[src/rtl/mdu_seq.sv]
// mdu_seq: iterative RV32M multiply/divide unit.
//
// A radix-2 shift-add multiplier and a restoring divider share one
// (WIDTH+1)-bit add/sub. Operands are converted to magnitudes up front and
// the signs are put back at the end. Latency is WIDTH+3 cycles from the
// accepting edge to the done pulse.
//
// Optional build macro: MDU_EARLY_OUT_EN
//   When defined, divide-by-zero, signed overflow and multiplies with a zero
//   operand skip the iteration phase (done in cycle 3). Results are the same
//   in both builds.
//
// Ports:
//   clk     rising-edge clock
//   rst_n   synchronous active-low reset
//   start   request, accepted only when idle
//   flush   abort the current operation; no done, result unchanged
//   funct3  000 MUL, 001 MULH, 010 MULHSU, 011 MULHU,
//           100 DIV, 101 DIVU, 110 REM, 111 REMU
//   a, b    rs1 / rs2 operands, sampled on the accepting edge
//   busy    high from the cycle after accept through the done cycle
//   done    one-cycle pulse, result valid in the same cycle
//   result  registered result, changes only when done is raised
module mdu_seq #(
    parameter int WIDTH = 32
) (
    input  logic             clk,
    input  logic             rst_n,
    input  logic             start,
    input  logic             flush,
    input  logic [2:0]       funct3,
    input  logic [WIDTH-1:0] a,
    input  logic [WIDTH-1:0] b,
    output logic             busy,
    output logic             done,
    output logic [WIDTH-1:0] result
);

    localparam int CW = $clog2(WIDTH) + 1;
    localparam logic [WIDTH-1:0] MIN_VAL = {1'b1, {(WIDTH-1){1'b0}}};

    typedef enum logic [2:0] {
        S_IDLE,
        S_PREP,
        S_CALC,
        S_FIX,
        S_DONE
    } state_t;

    state_t state, state_nxt;

    logic [2:0]       f_q;
    logic [WIDTH-1:0] a_q, b_q;
    logic [WIDTH-1:0] opnd;      // multiplicand |a| or divisor |b|
    logic [WIDTH-1:0] acc_lo;    // multiplier / quotient
    logic [WIDTH:0]   acc_hi;    // partial product / partial remainder
    logic [CW-1:0]    cnt;
    logic             sign_a, sign_b;

    // operand decode
    logic             is_div, a_signed, b_signed, neg_a_in, neg_b_in;
    logic [WIDTH-1:0] abs_a, abs_b;
    logic             a_zero, b_zero, ovf, mul_zero;

    // shared adder
    logic [WIDTH:0]   div_shift, op_x, op_y, addsub, mul_hi;

    // sign fix-up and output select
    logic [2*WIDTH-1:0] prod_raw, prod_fix;
    logic [WIDTH-1:0]   rem_raw, quo_fix, rem_fix, fix_res;

    always_comb begin
        is_div   = f_q[2];
        a_signed = is_div ? ~f_q[0] : (f_q[1:0] != 2'b11);
        b_signed = is_div ? ~f_q[0] : ~f_q[1];
        neg_a_in = a_signed & a_q[WIDTH-1];
        neg_b_in = b_signed & b_q[WIDTH-1];
        abs_a    = neg_a_in ? -a_q : a_q;
        abs_b    = neg_b_in ? -b_q : b_q;
        a_zero   = (a_q == '0);
        b_zero   = (b_q == '0);
        ovf      = is_div & ~f_q[0] & (a_q == MIN_VAL) & (b_q == '1);
        mul_zero = ~is_div & (a_zero | b_zero);
    end

    // One (WIDTH+1)-bit adder: add for multiply, subtract for divide.
    always_comb begin
        div_shift = {acc_hi[WIDTH-1:0], acc_lo[WIDTH-1]};
        op_x      = is_div ? div_shift : acc_hi;
        op_y      = {1'b0, opnd};
        addsub    = op_x + (is_div ? ~op_y : op_y) + {{WIDTH{1'b0}}, is_div};
        mul_hi    = acc_lo[0] ? addsub : acc_hi;
    end

    always_comb begin
        prod_raw = {acc_hi[WIDTH-1:0], acc_lo};
        prod_fix = (sign_a ^ sign_b) ? -prod_raw : prod_raw;
        rem_raw  = acc_hi[WIDTH-1:0];
        quo_fix  = (sign_a ^ sign_b) ? -acc_lo : acc_lo;
        rem_fix  = sign_a ? -rem_raw : rem_raw;
        fix_res  = '0;
        case (f_q)
            3'b000:                 fix_res = prod_fix[WIDTH-1:0];
            3'b001, 3'b010, 3'b011: fix_res = prod_fix[2*WIDTH-1:WIDTH];
            3'b100, 3'b101: begin
                if (b_zero)   fix_res = '1;
                else if (ovf) fix_res = a_q;
                else          fix_res = quo_fix;
            end
            default: begin
                if (b_zero)   fix_res = a_q;
                else if (ovf) fix_res = '0;
                else          fix_res = rem_fix;
            end
        endcase
    end

    always_ff @(posedge clk) begin
        if (!rst_n) state <= S_IDLE;
        else        state <= state_nxt;
    end

    always_comb begin
        state_nxt = state;
        busy      = (state != S_IDLE);
        done      = (state == S_DONE);
        case (state)
            S_IDLE: if (start && !flush) state_nxt = S_PREP;
            S_PREP: begin
                if (flush) state_nxt = S_IDLE;
                else begin
`ifdef MDU_EARLY_OUT_EN
                    if ((is_div && (b_zero || ovf)) || mul_zero) state_nxt = S_FIX;
                    else                                         state_nxt = S_CALC;
`else
                    state_nxt = S_CALC;
`endif
                end
            end
            S_CALC: begin
                if (flush)                   state_nxt = S_IDLE;
                else if (cnt == CW'(1))      state_nxt = S_FIX;
            end
            S_FIX:  state_nxt = flush ? S_IDLE : S_DONE;
            S_DONE: state_nxt = S_IDLE;
            default: state_nxt = S_IDLE;
        endcase
    end

    always_ff @(posedge clk) begin
        if (!rst_n) begin
            f_q    <= '0;
            a_q    <= '0;
            b_q    <= '0;
            opnd   <= '0;
            acc_lo <= '0;
            acc_hi <= '0;
            cnt    <= '0;
            sign_a <= 1'b0;
            sign_b <= 1'b0;
            result <= '0;
        end else begin
            case (state)
                S_IDLE: begin
                    if (start && !flush) begin
                        a_q <= a;
                        b_q <= b;
                        f_q <= funct3;
                    end
                end
                S_PREP: begin
                    sign_a <= neg_a_in;
                    sign_b <= neg_b_in;
                    acc_hi <= '0;
                    cnt    <= CW'(WIDTH);
                    if (is_div) begin
                        opnd   <= abs_b;
                        acc_lo <= abs_a;
                    end else begin
                        // Zero multiplier forces a zero product even when the
                        // iterations are skipped.
                        opnd   <= abs_a;
                        acc_lo <= mul_zero ? '0 : abs_b;
                    end
                end
                S_CALC: begin
                    cnt <= cnt - CW'(1);
                    if (is_div) begin
                        // trial non-negative when the borrow bit is clear
                        if (addsub[WIDTH]) acc_hi <= div_shift;
                        else               acc_hi <= addsub;
                        acc_lo <= {acc_lo[WIDTH-2:0], ~addsub[WIDTH]};
                    end else begin
                        acc_hi <= {1'b0, mul_hi[WIDTH:1]};
                        acc_lo <= {mul_hi[0], acc_lo[WIDTH-1:1]};
                    end
                end
                S_FIX: begin
                    if (!flush) result <= fix_res;
                end
                default: ;
            endcase
        end
    end

endmodule

[config.mk]
export PLATFORM = sky130hd
export DESIGN_NAME = mdu_seq
export DESIGN_NICKNAME = d
export VERILOG_FILES = /design/src/rtl/mdu_seq.sv
export SDC_FILE = /design/constraint.sdc
export NUM_CORES = 1
export LEC_CHECK = 0
export BUFFER_PORTS_ARGS = -buffer_cell sky130_fd_sc_hd__clkbuf_2
export CAP_MARGIN = 20
export CORE_ASPECT_RATIO = 0.6
export CORE_MARGIN = 2
export CORE_UTILIZATION = 43
export CTS_BUF_LIST = sky130_fd_sc_hd__clkbuf_16
export DETAILED_ROUTE_END_ITERATION = 12
export PLACE_DENSITY = 0.58
export SYNTH_ARGS = -nofsm -noshare
export SYNTH_HDL_FRONTEND = slang
export SYNTH_SLANG_ARGS = --single-unit
[constraint.sdc]
create_clock -name clk -period 6.87 [get_ports clk]
set_input_delay 1.374 -clock clk [delete_from_list [all_inputs] [get_ports clk]]
set_output_delay 1.374 -clock clk [all_outputs]
set_load 0.01 [all_outputs]
[Word-level counts from Yosys, hierarchy flattened]
Cells that the tools add are included.
Word-level totals
  bits in registers: 207
  bits in latches: 0
  input port bits: 71
  memories kept: 0
  bits in writable memories: 0
  word-level logic and storage cells: 91
  output and inout port bits: 34
  memory bits (read-only): 0
Cells by class
  shift operators: 0
  add/subtract/negate cells: 8
  div/mod/pow operators: 0
  $lt $le $gt $ge: 0
  multiply operators: 0
  bitwise gates (word level): 14
  reduce and logical (&&, ||, !) cells: 13
  multiplexer cells: 30
  equal/unequal tests: 15
Operators with widths (number)
  $mux W32: 12
  $mux W33: 5
  $neg A32 Y32: 4
  $pmux W32 S3: 1
  $pmux W33 S2: 1
  $eq A32 B32 Y1 const B: 2
  $logic_not A32 Y1: 2
  $mux W64: 1
  $neg A64 Y64: 1
  $pmux W32 S2: 1
  $add A33 B1 Y33: 1
  $add A33 B33 Y33: 1
  $not A32 Y33: 1
  $eq A3 B2 Y1 const B: 4
  $mux W3: 4
  $pmux W3 S4: 1
  $pmux W6 S2: 1
  $eq A3 B3 Y1 const B: 3
  $and A1 B1 Y1: 6
  $eq A3 B1 Y1 const B: 2
  $eq A6 B1 Y1 const B: 1
  $logic_not A3 Y1: 2
  $reduce_and A2 Y1: 3
  $sub A6 B1 Y6 const B: 1
  13 further kinds: 19

[Depth between registers and ports, before layout]
  depth in word-level cells: 7
  depth in mapped cells: 20

[Worst setup path before layout]
OpenSTA, ideal clock, no wires.
  path type: reg-to-reg
  start point: register f_q[2]
  end point: register acc_hi[24]
  arrival: 5.006 ns
  cell stages (with the launch flop): 18
  library setup time: 0.122 ns
  setup slack: 1.741 ns
  clock period less this slack: 5.129 ns
  path through: dfxtp_1 -> clkbuf_1 -> clkbuf_1 -> buf_1 -> clkbuf_1 -> clkbuf_1 -> xor2_1 -> fa_1 -> a211oi_1 -> o21a_1 -> a21oi_1 -> o21a_1 -> o31a_1 -> or2_2 -> clkbuf_1 -> a32o_1 -> a31o_2 -> a311o_1
Between the ends
  longest elaborated chain between the ends: 6
RTL lines
  from (decl): line 52  | logic [2:0] f_q;
  from (signal assigned): line 168  | f_q <= funct3;
  $mux W33 (on tied branches): line 89, 91
  $add A33 B33 Y33: line 91  | addsub = op_x + (is_div ? ~op_y : op_y) + {{WIDTH{1'b0}}, is_div};
  $add A33 B1 Y33: line 91
  $mux W33 (on tied branches): line 92, 190
  $mux W33 (*): line 188  | if (is_div) begin
  $pmux W33 S2 (*): line 163  | case (state)
  to (signal assigned): line 190  | if (addsub[WIDTH]) acc_hi <= div_shift;
  to (signal assigned): line 191  | else acc_hi <= addsub;
  to (signal assigned): line 194  | acc_hi <= {1'b0, mul_hi[WIDTH:1]};
  to (decl): line 56  | logic [WIDTH:0] acc_hi;
Mark *: on every way between the ends. The rest lies on a longest branch, timed or not.
A chain may end at the register's enable or synchronous reset.

[Final worst setup path]
  start point: register f_q[2]
  end point: register acc_hi[6]
Same word-level chain as after synthesis.

==> flow_summary.toml <==
[outcome]
outcome = "complete, no violations"

[setup_path]
reg2reg_depth = 13
r2r-start = "f_q[2]"
crit_chain = "buf_4, mux2_2, ha_1, a21oi_1, o21ai_0, nand2b_1, o21a_1, o31a_1, nor2_1, buf_4, mux2i_1, o22ai_1, a21o_1"
critPathRequiredTime_ns = 7.31
r2r_slack_ns = 1.80
arrival_ns = 5.51
slowest_delay_ns = 0.94
slowest_stage = "dfxtp_4"
crit_type = "flop to flop"
critical_path.endpoint_type = "flop"
crit_top_cell = "buf_4"
r2r_end = "acc_hi[6]"
critPathLaunchType = "flop"
critPathMaxFanout = 72

[floorplan]
die_h_um = 153
core_um2 = 36600
die-area_um2 = 38900
rows = 54
die_x_um = 253
ioPinCount = 105
start_util = 0.438

[global_route]
grt_pass1_wl_mm = 101
grt_usage = 0.345
antenna_found_initial = 1
grt_pass1_vias = 15300
grt_remaining_overflow = 0
grt_max_degree = 73

[sta]
finalHoldViolations = 0
final-max-slew-violation-count = 0
fin_crit_sh = 0.738
min_period_ns = 5.07
worst_slew_pin_slew_ns = 1.29
fin_skew_ns = 0.0177
slew_headroom = 0.130
final.setup.tns_ns = 0
max_freq_mhz = 197
setup_viol = 0
holdWs_ns = 0.435
rsz0062_at_grt = "false"

[synth]
synthMuxAreaShare = 0.0572
async_flop_share = 0
ys_ff_latch = 207
synth-xor-area-share = 0.117
yosys.area_share.simple = 0.203
synth_fa_ha_area_frac = 0.0309
synth_cell_types = 77
syn_area_per_cell_um2 = 7.36
ys.flop_type = "dfxtp_1"
syn-cell-area_um2 = 16000
synth_edf_count = 0
syn-num-nets = 2286
synth_compound_area_frac = 0.275
synth_top_family_by_area = "compound AO/OA/AOI/OAI gates"
yosysSeqAreaShare = 0.259
ys_warn_count = 0
syn_inst = 2176

[pwr]
p_per_area_nw_per_um2 = 181
seqPwrFrac = 0.413
pwr-share-comb = 0.199
finalPower_mw = 3.17
p_leak_nw = 6.71
swShare = 0.336
pwr-share-clk = 0.389
p_sw_mw = 1.07
ir_worst_vdd_v = 0.000162
intPower_mw = 2.10

[final_layout]
area_growth_syn_to_layout_pct = 9.07
fillers = 3712
layout-drive-gt1-share = 0.117
nNetsFinal = 2255
finalInstanceArea_um2 = 17500
fin_cells = 2664
final_cell_mix = "nand2_1 (322), a21oi_1 (222), dfxtp_1 (205)"
final_common_cell = "nand2_1"

[placed_design]
gp_congestion = 1.00
dpl-instance-area_um2 = 16700
io_buffers = 104
placedCellCount = 2622
dp_hpwl_mm = 52.4

[clocking]
root_buffer = "clkbuf_16"
insertion_delay_ns = 0.55
htreeDepth = 1
post_cts_resize_count = 0
clock_sinks = 207
clk_pin_slew_worst_paths_ns = 0.06
holdBufCountCts = 0
post_cts_buffers = 0
clockBufferDepth = 3
cts_buffers = 23
cts_tree = "done"

[drt]
dr.pass1.iters = 7
drtAntennaViolNets = 0
drc_errors = 0
viasPerCell = 6.44
drt_iter0_markers = 2417
vias = 17200
wl_per_cell_um = 25.9
wirelength_mm = 68.9

[flow_run]
drv_cap = 0

[hold_path]
hold_end = "result[18]"
hold_depth = 2
min_path_type = "flop to flop"
hp-start = "result[18]"
## how the worst max path moves through the flow
stage / slack [ns] / endpoint / from / cells after the start
after floorplan: 1.74 / acc_hi[24] / f_q[2] / 17
after global placement: 1.94 / acc_hi[0] / f_q[2] / 13
after detailed placement: 1.85 / acc_hi[0] / f_q[2] / 13
after CTS: 1.82 / acc_hi[0] / f_q[2] / 13
after global routing: 1.55 / acc_hi[6] / f_q[2] / 13
final: 1.80 / acc_hi[6] / f_q[2] / 13
## cells in the mapped netlist, types with 33 or more instances
library cell,number,area [um2]
xor2_1,106,928
nor3_1,33,165
xnor2_1,108,946
nand2_1,322,1210
inv_1,36,135
a21oi_1,222,1110
clkbuf_1,182,683
o31ai_1,33,248
mux2i_1,51,510
nor2_1,172,646
dfxtp_1,207,4140
ha_1,38,475
mux2_2,36,405
o21ai_0,134,671
## state kept, by name, summed over array words and instances (netlist names)
signal  count
a_q        32
acc_hi     33
acc_lo     32
b_q        32
cnt         6
f_q         3
opnd       32
result     32
sign_a      1
sign_b      1
state       3
## critical path, delay by kind of cell (launching register included)
family,cells,cell delay (ns)
AOI/OAI and AO/OA,6,1.30
buffers and inverters,2,0.87
and+or+nand+nor,2,0.81
DFF,1,0.94
muxes,2,0.60
adders and majority gates,1,0.38
## power by group through the flow
stage / clock network (mW) / registers, mW / logic, mW
after global placement: 0 / 1.33 / 0.597
final: 1.23 / 1.31 / 0.629
after CTS: 1.24 / 1.30 / 0.600
after global routing: 1.29 / 1.31 / 0.669
after floorplan: 0 / 1.28 / 0.431
after detailed placement: 0 / 1.33 / 0.598
## layer usage
| layer | global-route usage | routed length (um) |
|---|---|---|
| met2 | 0.435 | 25000 |
| met3 | 0.134 | 10500 |
| met4 | 0.0603 | 1180 |
| met5 | 0 | 0 |
| met1 | 0.538 | 32200 |
## cells by family (layout without fill, tap and decap cells)
logic type | count (synthesis) | count (layout)
other | 0 | 1
AND/OR/NAND/NOR | 715 | 715
XOR/XNOR | 214 | 214
buffers and inverters | 242 | 225
flip-flops | 207 | 207
multiplexers | 87 | 87
adder cells (fa/ha/maj) | 39 | 39
AO/OA/AOI/OAI | 672 | 672
## through the flow
step / worst slack (ns) / util
5_1_grt: 1.55 / 0.478
3_3_place_gp: 1.94 / 0.458
2_1_floorplan: 1.74 / -
4_1_cts: 1.82 / 0.477
6_report: 1.80 / 0.478
3_5_place_dp: 1.85 / 0.458
## area by class of cell
type / count / area (um2) / area share
clock inverters: 16 / 125 / 0.00716
repair buffers: 149 / 866 / 0.0496
inverters: 37 / 141 / 0.00809
well taps: 504 / 631 / 0.0361
multi-input cells: 1727 / 11000 / 0.628
clock buffers: 23 / 576 / 0.0329
flip-flops and latches: 207 / 4150 / 0.238
diodes: 1 / 2.50 / 0.000143
(Power assumes the default switching activity.)
